<file path="config.mk">
export PLATFORM = sky130hd
export DESIGN_NAME = reg_file_mp_flat
export DESIGN_NICKNAME = d
export VERILOG_FILES = /design/src/rtl/reg_file_mp_if.sv /design/src/rtl/reg_file_mp.sv /design/src/flat_wrapper.sv
export SDC_FILE = /design/constraint.sdc
export NUM_CORES = 2
export LEC_CHECK = 0
export CAP_MARGIN = 5
export CELL_PAD_IN_SITES_DETAIL_PLACEMENT = 0
export CELL_PAD_IN_SITES_GLOBAL_PLACEMENT = 1
export CORE_ASPECT_RATIO = 1.25
export CORE_MARGIN = 2
export CORE_UTILIZATION = 40
export CTS_CLUSTER_DIAMETER = 120
export DETAILED_ROUTE_END_ITERATION = 8
export DONT_BUFFER_PORTS = 1
export GPL_TIMING_DRIVEN = 0
export PLACE_DENSITY = 0.61
export SETUP_SLACK_MARGIN = 0.2
export SLEW_MARGIN = 40
export SYNTH_ARGS = -nofsm -noshare
export SYNTH_HDL_FRONTEND = slang
export SYNTH_SLANG_ARGS = --single-unit
</file>
<file path="constraint.sdc">
create_clock -name clk -period 85.1 [get_ports clk]
set_input_delay 21.275 -clock clk [delete_from_list [all_inputs] [get_ports clk]]
set_output_delay 21.275 -clock clk [all_outputs]
set_load 0.01 [all_outputs]
</file>
<file path="src/rtl/reg_file_mp_if.sv">
// Register file port bundle: read ports, write port and scoreboard controls.
// master = decode/writeback side, slave = the register file itself.
interface reg_file_mp_if #(
  parameter int XLEN  = 32,
  parameter int NREGS = 32,
  parameter int NREAD = 2,
  parameter int AW    = $clog2(NREGS)
);
  logic [NREAD*AW-1:0]   rd_addr;
  logic [NREAD*XLEN-1:0] rd_data;
  logic [NREAD-1:0]      rd_busy;
  logic                  we;
  logic [AW-1:0]         wr;
  logic [XLEN-1:0]       wr_data;
  logic                  sb_set;
  logic [AW-1:0]         sb_addr;
  logic                  sb_flush;
  logic                  any_busy;

  modport master (
    output rd_addr, we, wr, wr_data, sb_set, sb_addr, sb_flush,
    input  rd_data, rd_busy, any_busy
  );
  modport slave (
    input  rd_addr, we, wr, wr_data, sb_set, sb_addr, sb_flush,
    output rd_data, rd_busy, any_busy
  );
endinterface

</file>
<file path="src/rtl/reg_file_mp.sv">
// Multi-read-port register file with per-register write-pending scoreboard.
// Register 0 reads as zero and is never pending.
// Optional macro REGFILE_BYPASS_EN: forward the same-cycle write to readers.
module reg_file_mp #(
  parameter int XLEN  = 32,
  parameter int NREGS = 32,
  parameter int NREAD = 2,
  parameter int AW    = $clog2(NREGS)
) (
  input  logic          clk,
  input  logic          reset,
  reg_file_mp_if.slave  bus
);

  logic [NREGS-1:0][XLEN-1:0] regs_q;
  logic [NREGS-1:0]           pend_q, pend_d;

  // Data array: synchronous write, register 0 never written.
  always_ff @(posedge clk or posedge reset) begin
    if (reset)
      regs_q <= '0;
    else if (bus.we && bus.wr != '0)
      regs_q[bus.wr] <= bus.wr_data;
  end

  // Scoreboard next state: flush > set (new writer owns it) > writeback clear.
  always_comb begin
    pend_d = pend_q;
    for (int r = 1; r < NREGS; r++) begin
      if (bus.sb_flush)
        pend_d[r] = 1'b0;
      else if (bus.sb_set && bus.sb_addr == AW'(r))
        pend_d[r] = 1'b1;
      else if (bus.we && bus.wr == AW'(r))
        pend_d[r] = 1'b0;
    end
    pend_d[0] = 1'b0;
  end

  // Pending bits register.
  always_ff @(posedge clk or posedge reset) begin
    if (reset)
      pend_q <= '0;
    else
      pend_q <= pend_d;
  end

  assign bus.any_busy = |pend_q;

  // Independent combinational read ports.
  for (genvar i = 0; i < NREAD; i++) begin : g_rd
    logic [AW-1:0]   addr;
    logic [XLEN-1:0] data;
    logic            busy;
    assign addr = bus.rd_addr[i*AW +: AW];

    // Read mux with optional same-cycle write forwarding.
    always_comb begin
      data = (addr == '0) ? '0 : regs_q[addr];
      busy = pend_q[addr];
`ifdef REGFILE_BYPASS_EN
      if (bus.we && bus.wr != '0 && bus.wr == addr) begin
        data = bus.wr_data;
        busy = bus.sb_set && bus.sb_addr == addr;
      end
`endif
    end

    assign bus.rd_data[i*XLEN +: XLEN] = data;
    assign bus.rd_busy[i]              = busy;
  end

endmodule

</file>
<file path="src/flat_wrapper.sv">
// flat-port wrapper written by rule: the top's interface ports become plain ports
module reg_file_mp_flat 
#(
  parameter int XLEN  = 32,
  parameter int NREGS = 32,
  parameter int NREAD = 2,
  parameter int AW    = $clog2(NREGS)
)
  (clk, reset, bus_rd_addr, bus_we, bus_wr, bus_wr_data, bus_sb_set, bus_sb_addr, bus_sb_flush, bus_rd_data, bus_rd_busy, bus_any_busy);
  reg_file_mp_if #(.XLEN(XLEN), .NREGS(NREGS), .NREAD(NREAD), .AW(AW)) bus_i ();
  input  logic clk;
  input  logic reset;
  input wire logic [$bits(bus_i.rd_addr)-1:0] bus_rd_addr;
  input wire logic [$bits(bus_i.we)-1:0] bus_we;
  input wire logic [$bits(bus_i.wr)-1:0] bus_wr;
  input wire logic [$bits(bus_i.wr_data)-1:0] bus_wr_data;
  input wire logic [$bits(bus_i.sb_set)-1:0] bus_sb_set;
  input wire logic [$bits(bus_i.sb_addr)-1:0] bus_sb_addr;
  input wire logic [$bits(bus_i.sb_flush)-1:0] bus_sb_flush;
  output wire logic [$bits(bus_i.rd_data)-1:0] bus_rd_data;
  output wire logic [$bits(bus_i.rd_busy)-1:0] bus_rd_busy;
  output wire logic [$bits(bus_i.any_busy)-1:0] bus_any_busy;
  assign bus_i.rd_addr = bus_rd_addr;
  assign bus_i.we = bus_we;
  assign bus_i.wr = bus_wr;
  assign bus_i.wr_data = bus_wr_data;
  assign bus_i.sb_set = bus_sb_set;
  assign bus_i.sb_addr = bus_sb_addr;
  assign bus_i.sb_flush = bus_sb_flush;
  assign bus_rd_data = bus_i.rd_data;
  assign bus_rd_busy = bus_i.rd_busy;
  assign bus_any_busy = bus_i.any_busy;
  reg_file_mp #(.XLEN(XLEN), .NREGS(NREGS), .NREAD(NREAD), .AW(AW)) u_core (.clk(clk), .reset(reset), .bus(bus_i));
endmodule
</file>
==> results by group <==
Yosys
  – Syn Inst Count: approximately 3800
  – Unique masters post-synth: 35
  – EDFF count, synth: 0
  – Register bit total from synthesis: ~1100
  – Synth cell count leaders: mux2_2, dfrtp_1, mux4_2
  – Mean Syn Cell Area: 14.8 µm²
  – Post-synth top area cell: dfrtp_1
  – Mapped Nets: 3854
  – Synth top area share: a little under half
  – Register area share after synthesis: 47.1%
  – Most frequent cell after synthesis: mux2_2
  – Mapped cell area: 56100 µm²
  – Main synth FF type: dfrtp_1
  – FFs w/ async S/R, synth: between 90% and 100%
  – Synth warnings: 0
  – Synth area leaders: dfrtp_1, mux2_2, mux4_2

Setup path
  – Max stage delay cell, worst path: a311oi_2
  – CP Max Fanout: 10
  – CP most frequent cell: buf_2
  – RR Startpoint: u_core.pend_q[16]
  – CP top delay family: buffers and inverters
  – Setup crit start kind: input port
  – Reg2reg end: u_core.pend_q[16]
  – Cell count of the worst reg-to-reg path: 2
  – Worst reg-to-reg setup slack: approximately 84000 ps
  – CP Cell Sequence: buf_2, inv_1, buf_2, buf_2, clkbuf_1, o2111ai_1, a311oi_2
  – Max incr delay on CP: 890 ps
  – CP required: roughly 64000 ps
  – CP Capture Type: output port
  – Critical Path AT: 25060 ps
  – CP Buf/Inv Count: 5
  – CP Class: in2out

Floorplan
  – Starting density of the core: 40.3%
  – Area of the core: 139000 µm²
  – Die area: 143000 µm²
  – Placement Rows: 153
  – Die height: 423 µm
  – Io pins: 124
  – Die Wd: between 300 and 400 µm

Placement
  – Number of I/O port buffers: 0
  – # placed instances: 5677
  – Dpl cell area: 59200 µm²
  – Post-DP HPWL: ~160000 µm
  – Final GP Congestion: 0.954

Finish
  – Area occupied by multi-input gates: approximately 28000 µm²
  – Fillers: 12700
  – FF/Latch Area: 26400 µm²
  – Fin nets: 3994
  – Non-Filler Instances: around 6000
  – Design area: between 60000 and 70000 µm²
  – Share of cells above drive strength 1: 49.5%
  – Layout area overhead: 12.8%

Clock network
  – CTS Hold Buffers Added: 0
  – Postcts setup bufs: 0
  – Worst-skew pair later-pin latency: 750 ps
  – H-tree depth: 3
  – Clock slew at reported path FFs: 60 ps
  – Sink Count: approximately 1100
  – Post_cts resized: 0
  – Total CTS buffers: 118
  – TritonCTS clock tree: built
  – CTS root buf: clkbuf_16
  – CTS max path bufs: 3

Power and ir drop
  – Net Sw Power: 433 µW
  – Logic pwr share: between 20% and 30%
  – Flop pwr share: 43.9%
  – P_leak: 26.7 nW
  – Power per Cell Area: 23.9 nW/µm²
  – Cell Int Power: 1.08 mW
  – VDD IR max: 0.0169 mV
  – Clock power frac: 35.1%
  – Overall Power: between 1.5 and 2 mW
  – Sw Ratio: between 20% and 30%

Routing
  – Vias: 37700
  – Initial drt markers: 3407
  – DRC viols: 0
  – Drt wl/cell: 38.1 µm
  – Post-route ant nets: 0
  – Wirelength, routed: between 200000 and 250000 µm
  – Via-to-Cell Ratio: 6.41
  – DR pass1 iterations: 5

Worst hold path
  – Worst hold endpoint: u_core.regs_q[16]
  – Hold Startpoint: u_core.regs_q[16]
  – Hold Path Class: reg2reg
  – Hold Path Cell Cnt: 1

GRT
  – First-pass GRT wire length: ~310000 µm
  – Initial antenna violation count: 8
  – GR Overflow Total: 0
  – GRT Util Overall: 31.4%
  – Largest net degree at the start of global routing: 76
  – Vias in the first global route: slightly below 40000

Timing
  – Tightest Pin Transition: 999 ps
  – RSZ-0062 raised after global routing: false
  – Clk_skew: 0 ps
  – Max Slew Vio Count: 0
  – Endpoints failing setup: 0
  – Sum Neg Setup Slack: 0 ps
  – Final period util: 54.4%
  – Hold Fails Final Rpt: 0
  – Max Freq: 0.0216 GHz
  – Post-layout min period: between 40000 and 50000 ps
  – Slew HR: approximately a third

Outcome
  – Status: complete, no violations

Flow run
  – Max Cap Viol: 0
==> state kept, by name (all words and copies together) (netlist names) <==
register / cells
u_core.regs_q: 1024
u_core.pend_q: 31
==> worst max path at each step <==
stage	start	endpoint	slack (ps)	cells past startpoint
2_1_floorplan	reset	u_core.pend_q[10]	34130	1
3_3_place_gp	reset	u_core.regs_q[120]	20230	1
3_5_place_dp	bus_rd_addr[0]	bus_rd_data[11]	39010	7
4_1_cts	bus_rd_addr[0]	bus_rd_data[11]	39010	7
5_1_grt	bus_rd_addr[0]	bus_rd_data[11]	38850	7
6_report	bus_rd_addr[0]	bus_rd_data[9]	38770	7
==> cell type report <==
cell class              count  share of cell area [%]
multi-input cells        2296                    44.4
clock buffers             171                    5.48
clock inverters            31                   0.695
well taps                1860                    3.68
repair buffers             20                   0.788
inverters                   3                  0.0297
diodes                      6                  0.0238
flip-flops and latches   1055                    41.8
plain buffers             443                    3.15
==> logic make-up after synthesis <==
kind of cell    after synthesis  synth area share (%)
buf+inv                     446                  3.35
flops                      1055                  47.1
simple gates                231                  2.07
mux                        1654                  42.3
compound gates              411                  5.18
==> metal layers <==
metal	global-route usage [%]	wire length, µm	up-vias
met2	49.9	105000	1621
met5	0	11	-
met4	20.0	17000	2
met1	38.3	84900	20600
met3	7.64	17500	486
li1	-	-	15000
==> stage by stage <==
stage                     hold WS [ps]  setup slack [ps]  utilization [%]
after floorplan                    441             34130                -
after global placement             452             20230             41.9
after detailed placement           465             39010             42.5
after CTS                          479             39010             45.4
after global routing               497             38850             45.4
final                              477             38770             45.4
==> layout by cell type, fill, tap and decap left out, types with 37 or more instances in the layout <==
cell type,instances
dfrtp_1,1055
mux2_2,1058
nor2b_1,70
a221oi_1,42
clkbuf_16,119
buf_2,118
a311oi_2,37
nand2_1,77
mux2i_1,130
clkbuf_1,238
clkbuf_2,77
o21ai_0,122
a211oi_1,63
a22oi_1,79
mux4_2,466
==> power groups by stage <==
stage | registers [mW] | logic [mW] | clock network [mW]
after floorplan | 0.647 | 0.225 | 0
after global placement | 0.667 | 0.303 | 0
after detailed placement | 0.669 | 0.314 | 0
after CTS | 0.660 | 0.314 | 0.537
after global routing | 0.674 | 0.331 | 0.557
final | 0.663 | 0.317 | 0.529
No activity file was read; power rests on OpenSTA's default activity.
